File: src/rtl/scoreboard_frame_rx_if.sv
`default_nettype none
// ============================================================================
//  Module   : scoreboard_frame_rx_if
//  Brief    : Byte stream in / committed frame out bundle for the scoreboard
//             frame receiver. The master drives the UART byte stream and
//             observes the frame; the slave is the frame receiver.
//  Revision : 1.0 - initial release
// ============================================================================
interface scoreboard_frame_rx_if #(
    parameter int NUM_BYTES = 20
);
    logic [7:0] rx_data;
    logic       rx_valid;
    logic       rx_error;
    logic [7:0] data [NUM_BYTES-1:0];
    logic       frame_strobe;
    logic       frame_err;
    logic       stale;

    modport master (
        output rx_data, rx_valid, rx_error,
        input  data, frame_strobe, frame_err, stale
    );

    modport slave (
        input  rx_data, rx_valid, rx_error,
        output data, frame_strobe, frame_err, stale
    );
endinterface
`default_nettype wire

File: src/rtl/scoreboard_frame_rx.sv
`default_nettype none
// ============================================================================
//  Module   : scoreboard_frame_rx
//  Brief    : Assembles UART bytes into a NUM_BYTES frame in a shadow buffer
//             and publishes only complete, error-free frames in one edge.
//             Inter-byte gaps and line errors drop the partial frame; loss of
//             stream for STALE_CYCLES blanks the published frame to zero.
//             Optional macro FRAME_CHECKSUM_EN appends a trailing XOR check
//             byte that must match before a frame is committed.
//  Revision : 1.0 - initial release
// ============================================================================
module scoreboard_frame_rx #(
    parameter int NUM_BYTES    = 20,
    parameter int GAP_CYCLES   = 1000,
    parameter int STALE_CYCLES = 50000000
) (
    input  wire logic            clk,
    input  wire logic            rst_n,
    scoreboard_frame_rx_if.slave bus
);

    localparam int c_IDX_W   = $clog2(NUM_BYTES + 1);
    localparam int c_GAP_W   = $clog2(GAP_CYCLES + 1);
    localparam int c_STALE_W = $clog2(STALE_CYCLES + 1);

`ifdef FRAME_CHECKSUM_EN
    // The check byte sits one position past the payload.
    localparam logic [c_IDX_W-1:0] c_FINAL_IDX = c_IDX_W'(NUM_BYTES);
`else
    localparam logic [c_IDX_W-1:0] c_FINAL_IDX = c_IDX_W'(NUM_BYTES - 1);
`endif

    localparam logic [c_GAP_W-1:0]   c_GAP_LAST   = c_GAP_W'(GAP_CYCLES - 1);
    localparam logic [c_STALE_W-1:0] c_STALE_LAST = c_STALE_W'(STALE_CYCLES - 1);
    localparam logic [c_STALE_W-1:0] c_STALE_MAX  = c_STALE_W'(STALE_CYCLES);

    localparam logic [1:0] c_IDLE    = 2'd0;
    localparam logic [1:0] c_COLLECT = 2'd1;
    localparam logic [1:0] c_DISCARD = 2'd2;

    logic [1:0]           r_state;
    logic [c_IDX_W-1:0]   r_idx;
    logic [c_GAP_W-1:0]   r_gap;
    logic [c_STALE_W-1:0] r_stale_cnt;
    logic [7:0]           r_shadow [NUM_BYTES-1:0];
`ifdef FRAME_CHECKSUM_EN
    logic [7:0]           r_xor;
`endif

    logic [1:0]           w_next_state;
    logic [c_IDX_W-1:0]   w_idx_next;
    logic [c_GAP_W-1:0]   w_gap_next;
    logic                 w_store;
    logic                 w_commit;
    logic                 w_drop;
    logic [7:0]           w_frame [NUM_BYTES-1:0];

    // Next-state, byte indexing and gap timing; commit and drop are exclusive.
    always_comb begin
        w_next_state = r_state;
        w_idx_next   = r_idx;
        w_gap_next   = r_gap;
        w_store      = 1'b0;
        w_commit     = 1'b0;
        w_drop       = 1'b0;
        case (r_state)
            c_IDLE, c_COLLECT: begin
                if (bus.rx_error) begin
                    // Error wins over a simultaneous byte.
                    w_drop       = 1'b1;
                    w_next_state = c_DISCARD;
                    w_idx_next   = '0;
                    w_gap_next   = '0;
                end else if (bus.rx_valid) begin
                    w_gap_next = '0;
                    if (r_idx == c_FINAL_IDX) begin
                        w_idx_next   = '0;
                        w_next_state = c_IDLE;
`ifdef FRAME_CHECKSUM_EN
                        if (bus.rx_data == r_xor) begin
                            w_commit = 1'b1;
                        end else begin
                            w_drop = 1'b1;
                        end
`else
                        w_commit = 1'b1;
`endif
                    end else begin
                        w_store      = 1'b1;
                        w_idx_next   = r_idx + c_IDX_W'(1);
                        w_next_state = c_COLLECT;
                    end
                end else if (r_state == c_COLLECT) begin
                    if (r_gap == c_GAP_LAST) begin
                        w_drop       = 1'b1;
                        w_next_state = c_IDLE;
                        w_idx_next   = '0;
                        w_gap_next   = '0;
                    end else begin
                        w_gap_next = r_gap + c_GAP_W'(1);
                    end
                end
            end
            c_DISCARD: begin
                // Wait for a silent line before trusting the next byte as a frame start.
                if (bus.rx_valid || bus.rx_error) begin
                    w_gap_next = '0;
                end else if (r_gap == c_GAP_LAST) begin
                    w_next_state = c_IDLE;
                    w_gap_next   = '0;
                end else begin
                    w_gap_next = r_gap + c_GAP_W'(1);
                end
            end
            default: begin
                w_next_state = c_IDLE;
                w_idx_next   = '0;
                w_gap_next   = '0;
            end
        endcase
    end

    // Frame to publish: shadow contents, plus the live final byte when there is no check byte.
    always_comb begin
        for (int i = 0; i < NUM_BYTES; i++) begin
            w_frame[i] = r_shadow[i];
        end
`ifndef FRAME_CHECKSUM_EN
        w_frame[NUM_BYTES-1] = bus.rx_data;
`endif
    end

    // State register with byte index and gap counter.
    always_ff @(posedge clk) begin
        if (!rst_n) begin
            r_state <= c_IDLE;
            r_idx   <= '0;
            r_gap   <= '0;
        end else begin
            r_state <= w_next_state;
            r_idx   <= w_idx_next;
            r_gap   <= w_gap_next;
        end
    end

    // Shadow buffer (and running XOR); contents are meaningless until written.
    always_ff @(posedge clk) begin
        if (w_store) begin
            r_shadow[r_idx] <= bus.rx_data;
`ifdef FRAME_CHECKSUM_EN
            r_xor <= (r_idx == '0) ? bus.rx_data : (r_xor ^ bus.rx_data);
`endif
        end
    end

    // Published frame, pulses and stale tracking; a commit beats stale blanking.
    always_ff @(posedge clk) begin
        if (!rst_n) begin
            for (int i = 0; i < NUM_BYTES; i++) begin
                bus.data[i] <= 8'h00;
            end
            bus.frame_strobe <= 1'b0;
            bus.frame_err    <= 1'b0;
            bus.stale        <= 1'b1;
            r_stale_cnt      <= '0;
        end else begin
            bus.frame_strobe <= w_commit;
            bus.frame_err    <= w_drop;
            if (w_commit) begin
                for (int i = 0; i < NUM_BYTES; i++) begin
                    bus.data[i] <= w_frame[i];
                end
                bus.stale   <= 1'b0;
                r_stale_cnt <= '0;
            end else if (r_stale_cnt == c_STALE_LAST) begin
                for (int i = 0; i < NUM_BYTES; i++) begin
                    bus.data[i] <= 8'h00;
                end
                bus.stale   <= 1'b1;
                r_stale_cnt <= c_STALE_MAX;
            end else if (r_stale_cnt != c_STALE_MAX) begin
                r_stale_cnt <= r_stale_cnt + c_STALE_W'(1);
            end
        end
    end

endmodule
`default_nettype wire

File: src/flat_wrapper.sv
// flat-port wrapper written by rule: the top's interface ports become plain ports
module scoreboard_frame_rx_flat 
#(
    parameter int NUM_BYTES    = 20,
    parameter int GAP_CYCLES   = 1000,
    parameter int STALE_CYCLES = 50000000
)
  (clk, rst_n, bus_rx_data, bus_rx_valid, bus_rx_error, bus_data, bus_frame_strobe, bus_frame_err, bus_stale);
  scoreboard_frame_rx_if #(.NUM_BYTES(NUM_BYTES)) bus_i ();
  input  wire logic clk;
  input  wire logic rst_n;
  input wire logic [$bits(bus_i.rx_data)-1:0] bus_rx_data;
  input wire logic [$bits(bus_i.rx_valid)-1:0] bus_rx_valid;
  input wire logic [$bits(bus_i.rx_error)-1:0] bus_rx_error;
  output wire logic [$bits(bus_i.data)-1:0] bus_data;
  output wire logic [$bits(bus_i.frame_strobe)-1:0] bus_frame_strobe;
  output wire logic [$bits(bus_i.frame_err)-1:0] bus_frame_err;
  output wire logic [$bits(bus_i.stale)-1:0] bus_stale;
  assign bus_i.rx_data = bus_rx_data;
  assign bus_i.rx_valid = bus_rx_valid;
  assign bus_i.rx_error = bus_rx_error;
  assign bus_data = {>>{bus_i.data}};
  assign bus_frame_strobe = bus_i.frame_strobe;
  assign bus_frame_err = bus_i.frame_err;
  assign bus_stale = bus_i.stale;
  scoreboard_frame_rx #(.NUM_BYTES(NUM_BYTES), .GAP_CYCLES(GAP_CYCLES), .STALE_CYCLES(STALE_CYCLES)) u_core (.clk(clk), .rst_n(rst_n), .bus(bus_i));
endmodule
File: config.mk
export PLATFORM = sky130hd
export DESIGN_NAME = scoreboard_frame_rx_flat
export DESIGN_NICKNAME = d
export VERILOG_FILES = /design/src/rtl/scoreboard_frame_rx_if.sv /design/src/rtl/scoreboard_frame_rx.sv /design/src/flat_wrapper.sv
export SDC_FILE = /design/constraint.sdc
export NUM_CORES = 1
export LEC_CHECK = 0
export ABC_AREA = 1
export ABC_CLOCK_PERIOD_IN_PS = 2000
export CAP_MARGIN = 20
export CORE_MARGIN = 2
export CORE_UTILIZATION = 54
export CTS_CLUSTER_SIZE = 20
export DETAILED_ROUTE_END_ITERATION = 12
export MAX_ROUTING_LAYER = met4
export PLACE_DENSITY_LB_ADDON = 0.3
export SYNTH_ARGS = -nofsm -noshare
export SYNTH_HDL_FRONTEND = slang
export SYNTH_SLANG_ARGS = --single-unit
File: constraint.sdc
create_clock -name clk -period 2 [get_ports clk]
set_input_delay 0.3 -clock clk [delete_from_list [all_inputs] [get_ports clk]]
set_output_delay 0.3 -clock clk [all_outputs]
set_load 0.01 [all_outputs]
Yosys cells after proc, flatten, opt, wreduce, memory -nomap -nowiden
Memories as Yosys holds them, arrays and structs flattened.
Cells that the tools add are included.

word-level totals
  flip-flop bits (word level) = 206
  memory bits (writable) = 160
  bits of input ports = 12
  word-level logic and storage cells = 92
  memories = 1

memories
  name             words  width  read ports  clocked after Yosys merged registers in  write ports  line                       text
  u_core.r_shadow  20     8      19          0                                        1            scoreboard_frame_rx.sv:45  logic [7:0] r_shadow [NUM_BYTES-1:0];

operators by class
  add/subtract/negate cells = 3
  equal/unequal tests = 9
  mux-type cells = 39
  bitwise operators = 2
  reduce and logical (&&, ||, !) cells = 10

operators by type and width
  cell                                                 count
  two-way mux 160 bit                                  2
  two-way mux 26 bit                                   2
  two-way mux 10 bit                                   5
  adder 26 x 1 -> 26 bit, second input constant        1
  equality test 26 bit, second input constant          1
  != test 26 bit, second input constant                1
  two-way mux 5 bit                                    5
  one-hot mux 10 bit (2 select lines)                  1
  two-way mux 1 bit                                    17
  adder 10 x 1 -> 10 bit, second input constant        1
  equality test 10 bit, second input constant          1
  two-way mux 2 bit                                    5
  one-hot mux 5 bit (2 select lines)                   1
  != test 4 x 3 -> 1 bit, second input constant        2
  adder 5 x 1 -> 5 bit, second input constant          1
  equality test 5 bit, second input constant           1
  one-hot mux 2 bit (2 select lines)                   1
  AND reduction 2 bit                                  2
  nonzero test 2 bit                                   2
  OR reduction 2 bit                                   2
  AND reduction 3 bit                                  1
  OR reduction 3 bit                                   1
  equality test 2 x 1 -> 1 bit, second input constant  1
  equality test 2 bit, second input constant           1
  4 further kinds                                      5

Depth between registers and ports, before layout
Gate-level depths: netlist (run 1).

  depth in word-level cells = 7
  mapped depth = 10
  gate-level depth less buffers = 10

Least setup slack after synthesis (run 1)
Ideal clock, no wire load.

  kind = register -> register
  start = register u_core.r_idx[0]
  end = memory u_core.r_shadow[0][0] (enable)
  setup time = 0.370 ns
  data arrival time = 1.420 ns
  data required time = 1.630 ns
  path slack = 0.210 ns
  stages on the path, launching flop included = 7
  buffers on the path = 0
  cells stage by stage = dfxtp_1 > ha_1 > nand4_2 > nand2_1 > inv_1 > nand2_1 > nor2_1

on the way
  longest elaborated chain between the ends = 7

RTL lines
  item                                     line                        text
  from (decl)                              scoreboard_frame_rx.sv:42   logic [c_IDX_W-1:0] r_idx;
  from (signal assigned)                   scoreboard_frame_rx.sv:141  r_idx <= w_idx_next;
  equality test 5 bit                      scoreboard_frame_rx.sv:76   if (r_idx == c_FINAL_IDX) begin
  two-way mux 1 bit                        scoreboard_frame_rx.sv:76
  two-way mux 1 bit                        scoreboard_frame_rx.sv:74   end else if (bus.rx_valid) begin
  two-way mux 1 bit                        scoreboard_frame_rx.sv:68   if (bus.rx_error) begin
  two-way mux 1 bit                        scoreboard_frame_rx.sv:66   case (r_state)
  two-way mux 1 bit                        scoreboard_frame_rx.sv:148  if (w_store) begin
  two-way mux 1 bit (not written as such)  scoreboard_frame_rx.sv:149  r_shadow[r_idx] <= bus.rx_data;
  to (decl)                                scoreboard_frame_rx.sv:45

Several ways; a longest one is shown, not always the timed one.

Worst setup path after layout (run 1)
  start = register u_core.r_idx[0]
  end = memory u_core.r_shadow[4][0] (enable)

The elaborated chain is that of the path after synthesis.

==> results.toml, run 1 <==
[run_status]
outcome = "finished clean"

[cells_and_area]
drive_gt1_frac = 0.0957
fin_nets = 1516
utilization = 0.728
areaGrowthSynthToFinish_pct = 31.2
stdcell_count = 1838
diodes = 0

[routing]
drtIter0Drc = 754
drc_errors = 0
routed_wl_mm = 31.0
via_count = 9611
drtPass1Iterations = 5
wl_per_cell_um = 16.9
via_per_inst = 5.23
ant_nets = 0

[min_path]
hold_end = "u_core.bus.data[54]$_SDFFE_PN0P_"
hold_path_class = "reg2reg"
holdPathStages = 2
holdCritStartpoint = "u_core.r_shadow[6][6]$_DFFE_PP_"

[yosys]
synth_flop_cell = "dfxtp_1"
ys_seq_area_frac = 0.687
avgSynthCellArea_um2 = 9.99
synthDistinctLibCells = 29
ys_ff_latch = 358
netlist_area_um2 = 12600
syn-num-nets = 1284
synth_edf_count = 152
synthCells = 1265
async_flop_share = 0
ys_warn_count = 0

[clock_network]
cts_tree = "built"
clk_pin_slew_ns = 0.06
clk_latency_ns = 0.52
cts-root-buf = "clkbuf_16"
cts_htree_levels = 2
numCtsBuffers = 36
clock-sinks = 358
post_cts_buffers = 0
cts_hold_buf = 0
clk_path_buf_depth = 3

[die]
start_util = 0.555
boundaryPins = 175
core_um2 = 22800
rows = 55
dieHeight_um = 157
fp.dieW_um = 157
die_area_um2 = 24700

[power]
p_sw_frac = 0.202
cell_internal_pwr_w = 0.0121
clkPwrFrac = 0.473
comb_power_share = 0.023
power_switching_w = 0.00306
p_leak_nw = 6.67
powerDensity_nw_per_um2 = 914
ir_drop_v = 0.000813
seq_power_share = 0.505

[timing]
skew_ns = 0.0153
clock.fmax_mhz = 534
hold_viol_final = 0
post-route-period-util = 0.936
slew_headroom = 0.626
final-setup-viol-count = 0
min_period_ns = 1.87
tightest_slew_ns = 0.556
rsz0062_at_grt = "false"
final_max_slew_viol_count = 0
whs_ns = 0.434

[worst_setup_path]
crit_path_start_kind = "flip-flop"
slowest_delay_ns = 0.37
regToRegEndpoint = "u_core.r_shadow[4][0]$_DFFE_PP_"
critPathKind = "reg2reg"
critPathMostFrequentCell = "nand2_1"
arrival_ns = 2.09
crit_path_top_delay_cell = "dfxtp_1"
crit_start = "u_core.r_idx[0]$_SDFFE_PN0P_"
reg2reg_setup_slack_ns = 0.13
timing.rr.start = "u_core.r_idx[0]$_SDFFE_PN0P_"
worstRegToRegCells = 7
crit_fanout = 8
crit_required_ns = 2.22
crit_buf_inv = 2
cp_cell_sequence = "ha_1 > nand4_2 > nand2_1 > inv_1 > nand2_1 > nor2_1 > buf_4"
cp-end-kind = "flip-flop"
path_delay_family = "simple AND/OR/NAND/NOR gates"

[global_routing]
grt_pass1_wl_mm = 48.3
grt_overflow_total = 0
grt_start_max_net_pins = 51
grt_usage = 0.259
antenna_found_initial = 0
grt_pass1_vias = 9231

[place]
numPortBuffers = 174
placed_cells = 1772
dp_hpwl_mm = 19.9
place_congestion = 0.882

[job]
cap_violations = 0
[per-stage QoR]
stage	setup WS, ns	TNS [ns]	cell area, µm²	power [W]
floorplan	0.210	0	12600	0.00794
global placement	-0.104	-4.63	15300	0.00814
detailed placement	-0.136	-8.11	15300	0.00815
CTS	0.0531	0	16600	0.0152
global route	0.0154	0	16600	0.0156
finish	0.128	0	16600	0.0152
[worst reg2reg max path: stages (launching register included)]
cell and delay, ns:
dfxtp_1 0.37, ha_1 0.26, nand4_2 0.17, nand2_1 0.07, inv_1 0.12, nand2_1 0.21, nor2_1 0.17, buf_4 0.19
[worst max path at each step]
stage | end | depth (start not counted) | slack [ns]
final | u_core.r_shadow[4][0]$_DFFE_PP_ | 7 | 0.13
after global routing | u_core.bus.data[107]$_SDFFE_PN0P_ | 8 | 0.02
after CTS | u_core.r_shadow[1][5]$_DFFE_PP_ | 7 | 0.05
after detailed placement | u_core.r_shadow[13][4]$_DFFE_PP_ | 9 | -0.14
after global placement | u_core.r_shadow[17][6]$_DFFE_PP_ | 9 | -0.10
after floorplan | u_core.r_shadow[0][0]$_DFFE_PP_ | 6 | 0.21
[cells in the final DEF, fill, tap and decap left out, types with 5 or more instances in the layout]
cell type	instances
nand3_1	192
nand4_1	10
nor3_1	6
nor2_1	107
buf_12	16
nand2_1	428
clkdlybuf4s50_1	174
a21oi_1	17
inv_1	45
clkbuf_16	40
dfxtp_1	206
clkbuf_8	5
edfxtp_1	152
ha_1	7
clkbuf_1	5
xor2_1	10
o21ai_0	8
buf_4	59
[flip-flops by register name (all words and copies together) (netlist names), 2 cells and up]
signal,count
u_core.r_idx,5
u_core.r_shadow,152
u_core.bus.data,160
u_core.r_stale_cnt,26
u_core.r_state,2
u_core.r_gap,10
[synth_stat cells, types with 3 or more instances]
library cell  count  share of area
nand4_1          10         0.0049
nand3_1         192          0.076
nand2_1         429           0.13
a21oi_1          17         0.0067
o21ai_0           8         0.0032
xor2_1           10         0.0069
clkbuf_1         16         0.0048
buf_2            35          0.014
dfxtp_1         206           0.33
inv_2             3        0.00089
nor3_1            6         0.0024
xnor2_1           4         0.0028
ha_1              7         0.0069
nand3b_1          3         0.0018
inv_1            45          0.013
nor2_1          107          0.032
edfxtp_1        152           0.36
[final cells by class]
type	instances	area, µm²
Timing Repair Buffer	249	2500
Clock inverter	16	203
Tap cell	313	392
Multi-Input combinational cell	804	3530
Sequential cell	358	8690
Inverter	48	180
Clock buffer	50	1090
Fill cell	1578	6190
[kinds of logic after synthesis]
logic type               synth area share
AO/OA/AOI/OAI                      0.0110
adder cells (fa/ha/maj)           0.00693
AND/OR/NAND/NOR                     0.250
flip-flops                          0.687
XOR/XNOR                          0.00970
multiplexers                     0.000792
buffers and inverters              0.0346
[power by group through the flow]
| stage | Sequential, W | Clock, W | Combinational, W |
|---|---|---|---|
| CTS | 0.00765 | 0.00725 | 0.000343 |
| global placement | 0.00781 | 0 | 0.000333 |
| detailed placement | 0.00781 | 0 | 0.000341 |
| global route | 0.00765 | 0.00753 | 0.000371 |
| floorplan | 0.00781 | 0 | 0.000129 |
| finish | 0.00765 | 0.00717 | 0.000344 |
[per-layer routing]
layer  GRT usage  up-vias  part of all wire
li1            -     4639                 -
met1       0.328     4556              0.42
met2       0.428      356              0.49
met3      0.0358       60             0.060
met4      0.0983        0             0.029
met5           -        -                 0
[timing repair]
action,CTS,global route
hold endpoints to repair,0,0
endpoints found under the setup margin,0,42
resized for setup,0,2
No activity file was read; power rests on OpenSTA's default activity.
==> inputs of run 2 (changes only) <==
CAP_MARGIN = unset   (was 20)
CORE_MARGIN = 4   (was 2)
SLEW_MARGIN = 5   (was unset)
==> run 2 against run 1 <==
First-iteration DRC count up 9.5%. Clock power down 9.2%. Combinational power decreased by 1%. Highest routed layer unchanged.
==> results.toml, run 2 (synthesis gave the netlist of run 1 again) <==
[routing]
wl_per_cell_um = 16.9
drtPass1Iterations = 5
ant_nets = 0
drtIter0Drc = 826
routed_wl_mm = 30.9
via_per_inst = 5.24
via_count = 9575
drc_errors = 0

[timing]
min_period_ns = 1.86
clock.fmax_mhz = 539
post-route-period-util = 0.928
whs_ns = 0.439
rsz0062_at_grt = "false"
slew_headroom = 0.654
skew_ns = 0.0146
hold_viol_final = 0
setup-tns-final_ns = 0
final-setup-viol-count = 0
final_max_slew_viol_count = 0
tightest_slew_ns = 0.515

[job]
cap_violations = 0

[cells_and_area]
design_area_um2 = 16300
largest_register_ffs = 160
diodes = 0
final_cell_mix = "nand2_1, dfxtp_1, nand3_1, clkdlybuf4s50_1, edfxtp_1"
largestRegisters = "u_core.bus.data (160), u_core.r_shadow (152), u_core.r_stale_cnt (26)"
final_common_cell = "nand2_1"
top_register = "u_core.bus.data"
areaGrowthSynthToFinish_pct = 29.3
fill_cells = 1615
fin_nets = 1506
drive_gt1_frac = 0.0838

[place]
numPortBuffers = 174
place_congestion = 0.925
dpl_cell_area_um2 = 15200
dp_hpwl_mm = 19.5

[min_path]
hold_path_class = "reg2reg"
holdCritStartpoint = "u_core.r_shadow[1][0]$_DFFE_PP_"
hold_end = "u_core.bus.data[8]$_SDFFE_PN0P_"
holdPathStages = 2

[die]
start_util = 0.553
fp.dieW_um = 161
dieHeight_um = 161
rows = 55
die_area_um2 = 25900
boundaryPins = 175
core_um2 = 22800

[worst_setup_path]
worstRegToRegCells = 8
regToRegEndpoint = "u_core.r_shadow[13][5]$_DFFE_PP_"
arrival_ns = 2.07
reg2reg_setup_slack_ns = 0.14
cp-end-kind = "flip-flop"
timing.rr.start = "u_core.r_idx[0]$_SDFFE_PN0P_"
critPathKind = "reg2reg"
crit_fanout = 8
crit_path_start_kind = "flip-flop"
crit_required_ns = 2.22

[clock_network]
clk_latency_ns = 0.51
clk_pin_slew_ns = 0.06
cts_tree = "built"
cts_hold_buf = 0
clk_path_buf_depth = 3
cts_htree_levels = 2
numCtsBuffers = 36
cts_resized = 0
cts-root-buf = "clkbuf_16"
post_cts_buffers = 0
clock-sinks = 358

[run_status]
outcome = "finished clean"

[global_routing]
grt_pass1_vias = 9391
antenna_found_initial = 0
grt_overflow_total = 0
grt_start_max_net_pins = 85
grt_pass1_wl_mm = 48.9
grt_usage = 0.241

[power]
p_leak_nw = 6.54
ir_drop_v = 0.000858
powerDensity_nw_per_um2 = 887
finalPower_w = 0.0145
-- run 2: cell types whose count changed in the layout (fill, tap and decap cells not counted), moves of 2 or more --
| cell | before | now |
|---|---|---|
| buf_4 | 59 | 51 |
| nor2_2 | 0 | 2 |
| clkbuf_16 | 40 | 37 |
| buf_12 | 16 | 14 |
| clkbuf_1 | 5 | 8 |
| clkbuf_8 | 5 | 1 |
| clkinv_1 | 1 | 8 |
-- run 2: worst max-delay path, cell delays in order (launching register included) --
cell and delay [ns]:
dfxtp_1 0.32, ha_1 0.23, nand4_2 0.18, nand2_1 0.08
inv_1 0.11, nand2_1 0.09, buf_4 0.16, nor2_2 0.18
buf_4 0.21
-- run 2: cell type report --
type | instances | area (µm²) | area share
Inverter | 48 | 180 | 0.0110
Multi-Input combinational cell | 804 | 3530 | 0.216
Tap cell | 313 | 392 | 0.0240
Clock buffer | 46 | 970 | 0.0593
Timing Repair Buffer | 239 | 2400 | 0.147
Sequential cell | 358 | 8690 | 0.532
Clock inverter | 20 | 179 | 0.0109
-- run 2: stage by stage --
step	util	setup WS, ns	cells
after global routing	0.715	0.0180	1828
final	0.715	0.145	1828
after detailed placement	0.665	-0.113	1762
after floorplan	-	0.210	1265
after global placement	0.665	-0.0878	1762
after CTS	0.715	0.0649	1828
-- run 2: worst max-delay path by stage --
stage,start,end,slack (ns),depth (start not counted)
after floorplan,u_core.r_idx[0]$_SDFFE_PN0P_,u_core.r_shadow[0][0]$_DFFE_PP_,0.21,6
after global placement,bus_rx_error,u_core.r_shadow[13][5]$_DFFE_PP_,-0.09,10
after global routing,u_core.r_stale_cnt[0]$_SDFFE_PP0P_,u_core.r_stale_cnt[14]$_SDFFE_PP0P_,0.02,8
final,u_core.r_idx[0]$_SDFFE_PN0P_,u_core.r_shadow[13][5]$_DFFE_PP_,0.14,8
after detailed placement,bus_rx_error,u_core.r_shadow[13][4]$_DFFE_PP_,-0.11,10
after CTS,u_core.r_idx[3]$_SDFFE_PN0P_,u_core.r_shadow[13][3]$_DFFE_PP_,0.06,8
-- run 2: report_power, final --
group          internal [W]  leakage [nW]  switching, W  total, W
Sequential          0.00763          3.03     0.0000162   0.00765
Clock               0.00383         0.560       0.00267   0.00651
Combinational      0.000107          2.95      0.000232  0.000339
-- run 2: per-layer routing --
metal	share of wire	vias to the layer above	GRT usage
met4	0.031	0	0.0884
met5	0	-	-
met3	0.063	70	0.0357
met1	0.41	4526	0.298
met2	0.50	353	0.408
li1	-	4626	-
==> patch 1: new RTL, flow settings as in run 1 <==
`STALE_CYCLES` is set to 50000000 in 2 places; all go to 25000000.
--- a/src/rtl/scoreboard_frame_rx.sv
+++ b/src/rtl/scoreboard_frame_rx.sv
@@ -14,3 +14,3 @@
     parameter int GAP_CYCLES   = 1000,
-    parameter int STALE_CYCLES = 50000000
+    parameter int STALE_CYCLES = 25000000
 ) (
--- a/src/flat_wrapper.sv
+++ b/src/flat_wrapper.sv
@@ -5,3 +5,3 @@
     parameter int GAP_CYCLES   = 1000,
-    parameter int STALE_CYCLES = 50000000
+    parameter int STALE_CYCLES = 25000000
 )
Check against the original RTL: same outputs for any inputs over 4 cycles, from zero or initial values and one cycle with rst_n low; that may be too few to reach the edited logic, so the function may still have changed.
==> patch 1 against run 1 <==
Critical endpoint is now u_core.bus.data[144]$_SDFFE_PN0P_; routed wire length is 4.7% lower; power is 5.0% lower; cell area decreased by 1.4%; largest cell class unchanged; combinational power is 6.1% higher; count of clock-buffer cells in the layout did not move; sequential cell count fell by 1; area after synthesis grew 1.2%; worst setup slack got worse by 0.027 ns; synthesized cell count decreased by 1.7%; worst hold slack better by 0.0043 ns.
==> patch 1: results (changes against run 1) <==
status=finished clean; Detailed Route WL=29.55 mm (-4.7%); first-pass GRT wire length=45.28 mm (-6.2%); # fillers=1,707 (+8.2%); Max VDD drop=0.7994 mV (-1.7%); Setup Skew=0.02008 ns (+0.004756 ns); worst slew pin tran=0.4435 ns (-0.1129 ns); fraction of layout cells with a size suffix above 1=0.1007 (+0.004929); mux share of post-synthesis cell area=0.0007825 (-0.000009215); largest net degree at the start of global routing=93 (+82%); post-synthesis adder-cell area fraction=0.006847 (-0.00008063); Critical Path AT=2.35 ns (+0.26 ns); fin nets=1,491 (-1.6%); footprint of the multi-input gates=3555 um^2 (+0.57%); Synth Area in XOR/XNOR=0.01095 (+0.001256); reg-to-reg slack, setup=0.10 ns (-0.03 ns); Critical R2R Capture=u_core.bus.data[144]$_SDFFE_PN0P_; Pleak=0.006500 uW (-2.5%); GPL Wtd Cong=0.9302 (+5.4%); dpl cells=1,753 (-1.1%); sequential element share of the synthesized area=0.6776 (-0.009563); Synth cell types=36 (+24%); top post-synthesis cells by area=edfxtp_1 (36%), dfxtp_1 (32%), nand2_1 (12%), nand3_1 (7.4%), nor2_1 (2.9%); Vias/cell=5.153 (-1.5%); post-DP HPWL=18.64 mm (-6.5%); Mean Syn Cell Area=10.28 um^2 (+2.9%); Max Freq=526.5 MHz (-1.4%); vias=9,373 (-2.5%)
## patch 1: power by group
part / total [uW] / internal [uW] / switching [uW]
clock network: 6400 / 3700 / 2690
logic: 365 / 119 / 246
registers: 7630 / 7620 / 16.1
total: 14400 / 11400 / 2960
## patch 1: worst min-delay path by stage
stage,to,from,slack [ns]
floorplan,u_core.r_shadow[0][0]$_DFFE_PP_,bus_rx_data[0],0.40
global placement,u_core.bus.data[136]$_SDFFE_PN0P_,u_core.r_shadow[17][0]$_DFFE_PP_,0.42
detailed placement,u_core.bus.data[139]$_SDFFE_PN0P_,u_core.r_shadow[17][3]$_DFFE_PP_,0.43
CTS,u_core.bus.data[139]$_SDFFE_PN0P_,u_core.r_shadow[17][3]$_DFFE_PP_,0.44
global route,u_core.bus.data[137]$_SDFFE_PN0P_,u_core.r_shadow[17][1]$_DFFE_PP_,0.46
finish,u_core.bus.data[139]$_SDFFE_PN0P_,u_core.r_shadow[17][3]$_DFFE_PP_,0.44
## patch 1: per-layer routing
metal	GRT usage	wire length (um)	vias to the layer above
li1	-	-	4567
met1	0.3197	13000	4482
met2	0.3849	14290	259
met3	0.03066	1387	65
met4	0.08571	864	0
met5	-	0	-
## patch 1: critical path: stages (launching register included)
cell and delay [ns]:
dfxtp_1 0.44, ha_2 0.31, inv_1 0.09, nor2_4 0.13
nand2_2 0.09, nor3_4 0.20, buf_12 0.25, buf_12 0.17
nand2_1 0.07, nand2_1 0.07
## patch 1: timing repair
item	CTS	global route
endpoints found under the hold margin	0	0
gates resized for setup	0	4
endpoints found under the setup margin	0	90
## patch 1: layout make-up
class | count | share of cell area
clock buffer | 50 | 0.06200
tap | 319 | 0.02439
clock inverter | 16 | 0.007339
sequential | 357 | 0.5297
multi-input combinational | 791 | 0.2172
timing repair buffer | 245 | 0.1499
inverter | 41 | 0.009479
==> patch 2: new RTL, flow settings as in run 1 <==
Made on the original files. Make the reset (`rst_n`) asynchronous in 2 clocked blocks.
--- a/src/rtl/scoreboard_frame_rx.sv
+++ b/src/rtl/scoreboard_frame_rx.sv
@@ -133,3 +133,3 @@
     // State register with byte index and gap counter.
-    always_ff @(posedge clk) begin
+    always_ff @(posedge clk or negedge rst_n) begin
         if (!rst_n) begin
@@ -156,3 +156,3 @@
     // Published frame, pulses and stale tracking; a commit beats stale blanking.
-    always_ff @(posedge clk) begin
+    always_ff @(posedge clk or negedge rst_n) begin
         if (!rst_n) begin
Function: differs if rst_n is asserted again (counterexample within 4 cycles, from zero or initial values and one cycle with rst_n low); with rst_n held inactive, the same outputs for 10 cycles.
==> patch 2 against run 1 <==
Cell area grew 8.3%; clock power down 5.9%; area after synthesis up 13%; power shrank 0.58%; non-clock buffer count decreased by 6; critical path depth rose by 1; worst setup slack worse by 0.024 ns; routed wire length increased by 7.5%; synthesized cell count fell by 0.40%; sequential cell count stayed put; die area is 13% higher; critical path type unchanged; largest power group unchanged.
==> patch 2: results (changes against run 1) <==
Setup Skew=0.01663 ns (+0.001307 ns); P&R area growth vs syn=25.31%; post-DP HPWL=21.66 mm (+8.6%); Vias/cell=5.334 (+2.0%); headroom to the max-slew limit=0.6401 (+0.01389); Non-CTS buffers=243 (-2.4%); Seq/total area=0.5410 (+0.01734); status=finished clean; multi-input combinational area share=0.2253 (+0.01223); CTS buffer count=37 (+2.8%); Max VDD drop=0.7447 mV (-8.4%); GPL Wtd Cong=0.9103 (+3.2%); GRT Resource Usage Total=0.2493 (-0.009998); number of non-clock inverters=41 (-15%); Post-synth ARST share=0.5754 (+0.5754); Cell Area, Synth=14,340 um^2 (+13%); largest net degree at the start of global routing=56 (+9.8%); DP Area=16,760 um^2 (+9.6%); Detailed Route Iter0 Violations=881 (+17%); fraction of layout cells with a size suffix above 1=0.1581 (+0.06233); # fillers=1,880 (+19%); hold crit path type=in -> async; ClkCell Share=0.06636 (-0.01146); non-clock buffer area fraction after layout=0.1352 (-0.01581); fin nets=1,503 (-0.86%); routed len/inst=18.05 um (+6.9%); Pleak=0.007956 uW (+19%); list of most frequent post-synthesis cells=nand2_1 (442), dfrtp_1 (205), edfxtp_1 (152)
-- patch 2: changes by cell type in the layout (fill, tap and decap cells not counted), moves of 12 or more --
cell | before | now
dfrtp_1 | 0 | 205
dfxtp_1 | 206 | 0
nand2_1 | 428 | 440
nand3_1 | 192 | 87
nand3_2 | 1 | 101
nor2_1 | 107 | 94
-- patch 2: worst max-delay path, stage by stage (launching register included) --
cell     delay, ns
dfrtp_1       0.40
ha_1          0.24
nand3_2       0.11
nand2_1       0.08
inv_1         0.16
nand2_1       0.09
buf_4         0.15
nor2_1        0.15
buf_4         0.21
-- patch 2: worst paths after layout --
check,startpoint,endpoint,slack [ns],cells past startpoint
hold reg to reg,u_core.r_shadow[17][0]$_DFFE_PP_,u_core.bus.data[136]$_DFFE_PN0P_,0.44,2
setup / recovery,u_core.r_idx[0]$_DFFE_PN0P_,u_core.r_shadow[17][2]$_DFFE_PP_,0.10,8
hold / removal,rst_n,u_core.bus.data[46]$_DFFE_PN0P_,0.35,2
min in group clk,u_core.r_shadow[17][0]$_DFFE_PP_,u_core.bus.data[136]$_DFFE_PN0P_,0.44,2
setup reg to reg,u_core.r_idx[0]$_DFFE_PN0P_,u_core.r_shadow[17][2]$_DFFE_PP_,0.10,8
max in group asynchronous,rst_n,u_core.bus.data[10]$_DFFE_PN0P_,0.97,3
-- patch 2: kinds of logic after synthesis --
family | Yosys count | synth area share
xor gates and xnor gates | 16 | 0.009774
DFF | 358 | 0.6779
adders and majority gates | 7 | 0.006108
AOI/OAI and AO/OA | 28 | 0.01073
and+or+nand+nor | 752 | 0.2537
buffers and inverters | 99 | 0.04180
-- patch 2: report_power, final --
| group | internal (uW) | total, uW | switching (uW) | leakage (uW) |
|---|---|---|---|---|
| clock | 4000 | 6750 | 2750 | 0.000577 |
| combinational | 172 | 544 | 372 | 0.00321 |
| sequential | 7740 | 7780 | 41.3 | 0.00417 |
-- patch 2: per-layer routing --
| metal | vias up | part of all wire | track usage | wire length [um] |
|---|---|---|---|---|
| met1 | 4896 | 0.44 | 0.3419 | 14610 |
| met4 | 0 | 0.016 | 0.06072 | 541 |
| li1 | 4610 | - | - | - |
| met3 | 43 | 0.046 | 0.03256 | 1539 |
| met5 | - | 0 | - | 0 |
| met2 | 302 | 0.50 | 0.4019 | 16640 |
-- patch 2: per-stage QoR --
stage / power [uW] / std cells / setup TNS (ns)
after floorplan: 8098 / 1260 / 0
after CTS: 15160 / 1847 / 0
after detailed placement: 8460 / 1779 / -36.76
final: 15070 / 1847 / 0
after global routing: 15490 / 1847 / 0
after global placement: 8439 / 1779 / -23.12
-- patch 2: what timing repair did --
item / in CTS / in global routing
resized for setup: 0 / 2
hold endpoints to repair: 49 / 0
setup endpoints to repair: 0 / 85
hold buffers: 1 / 0
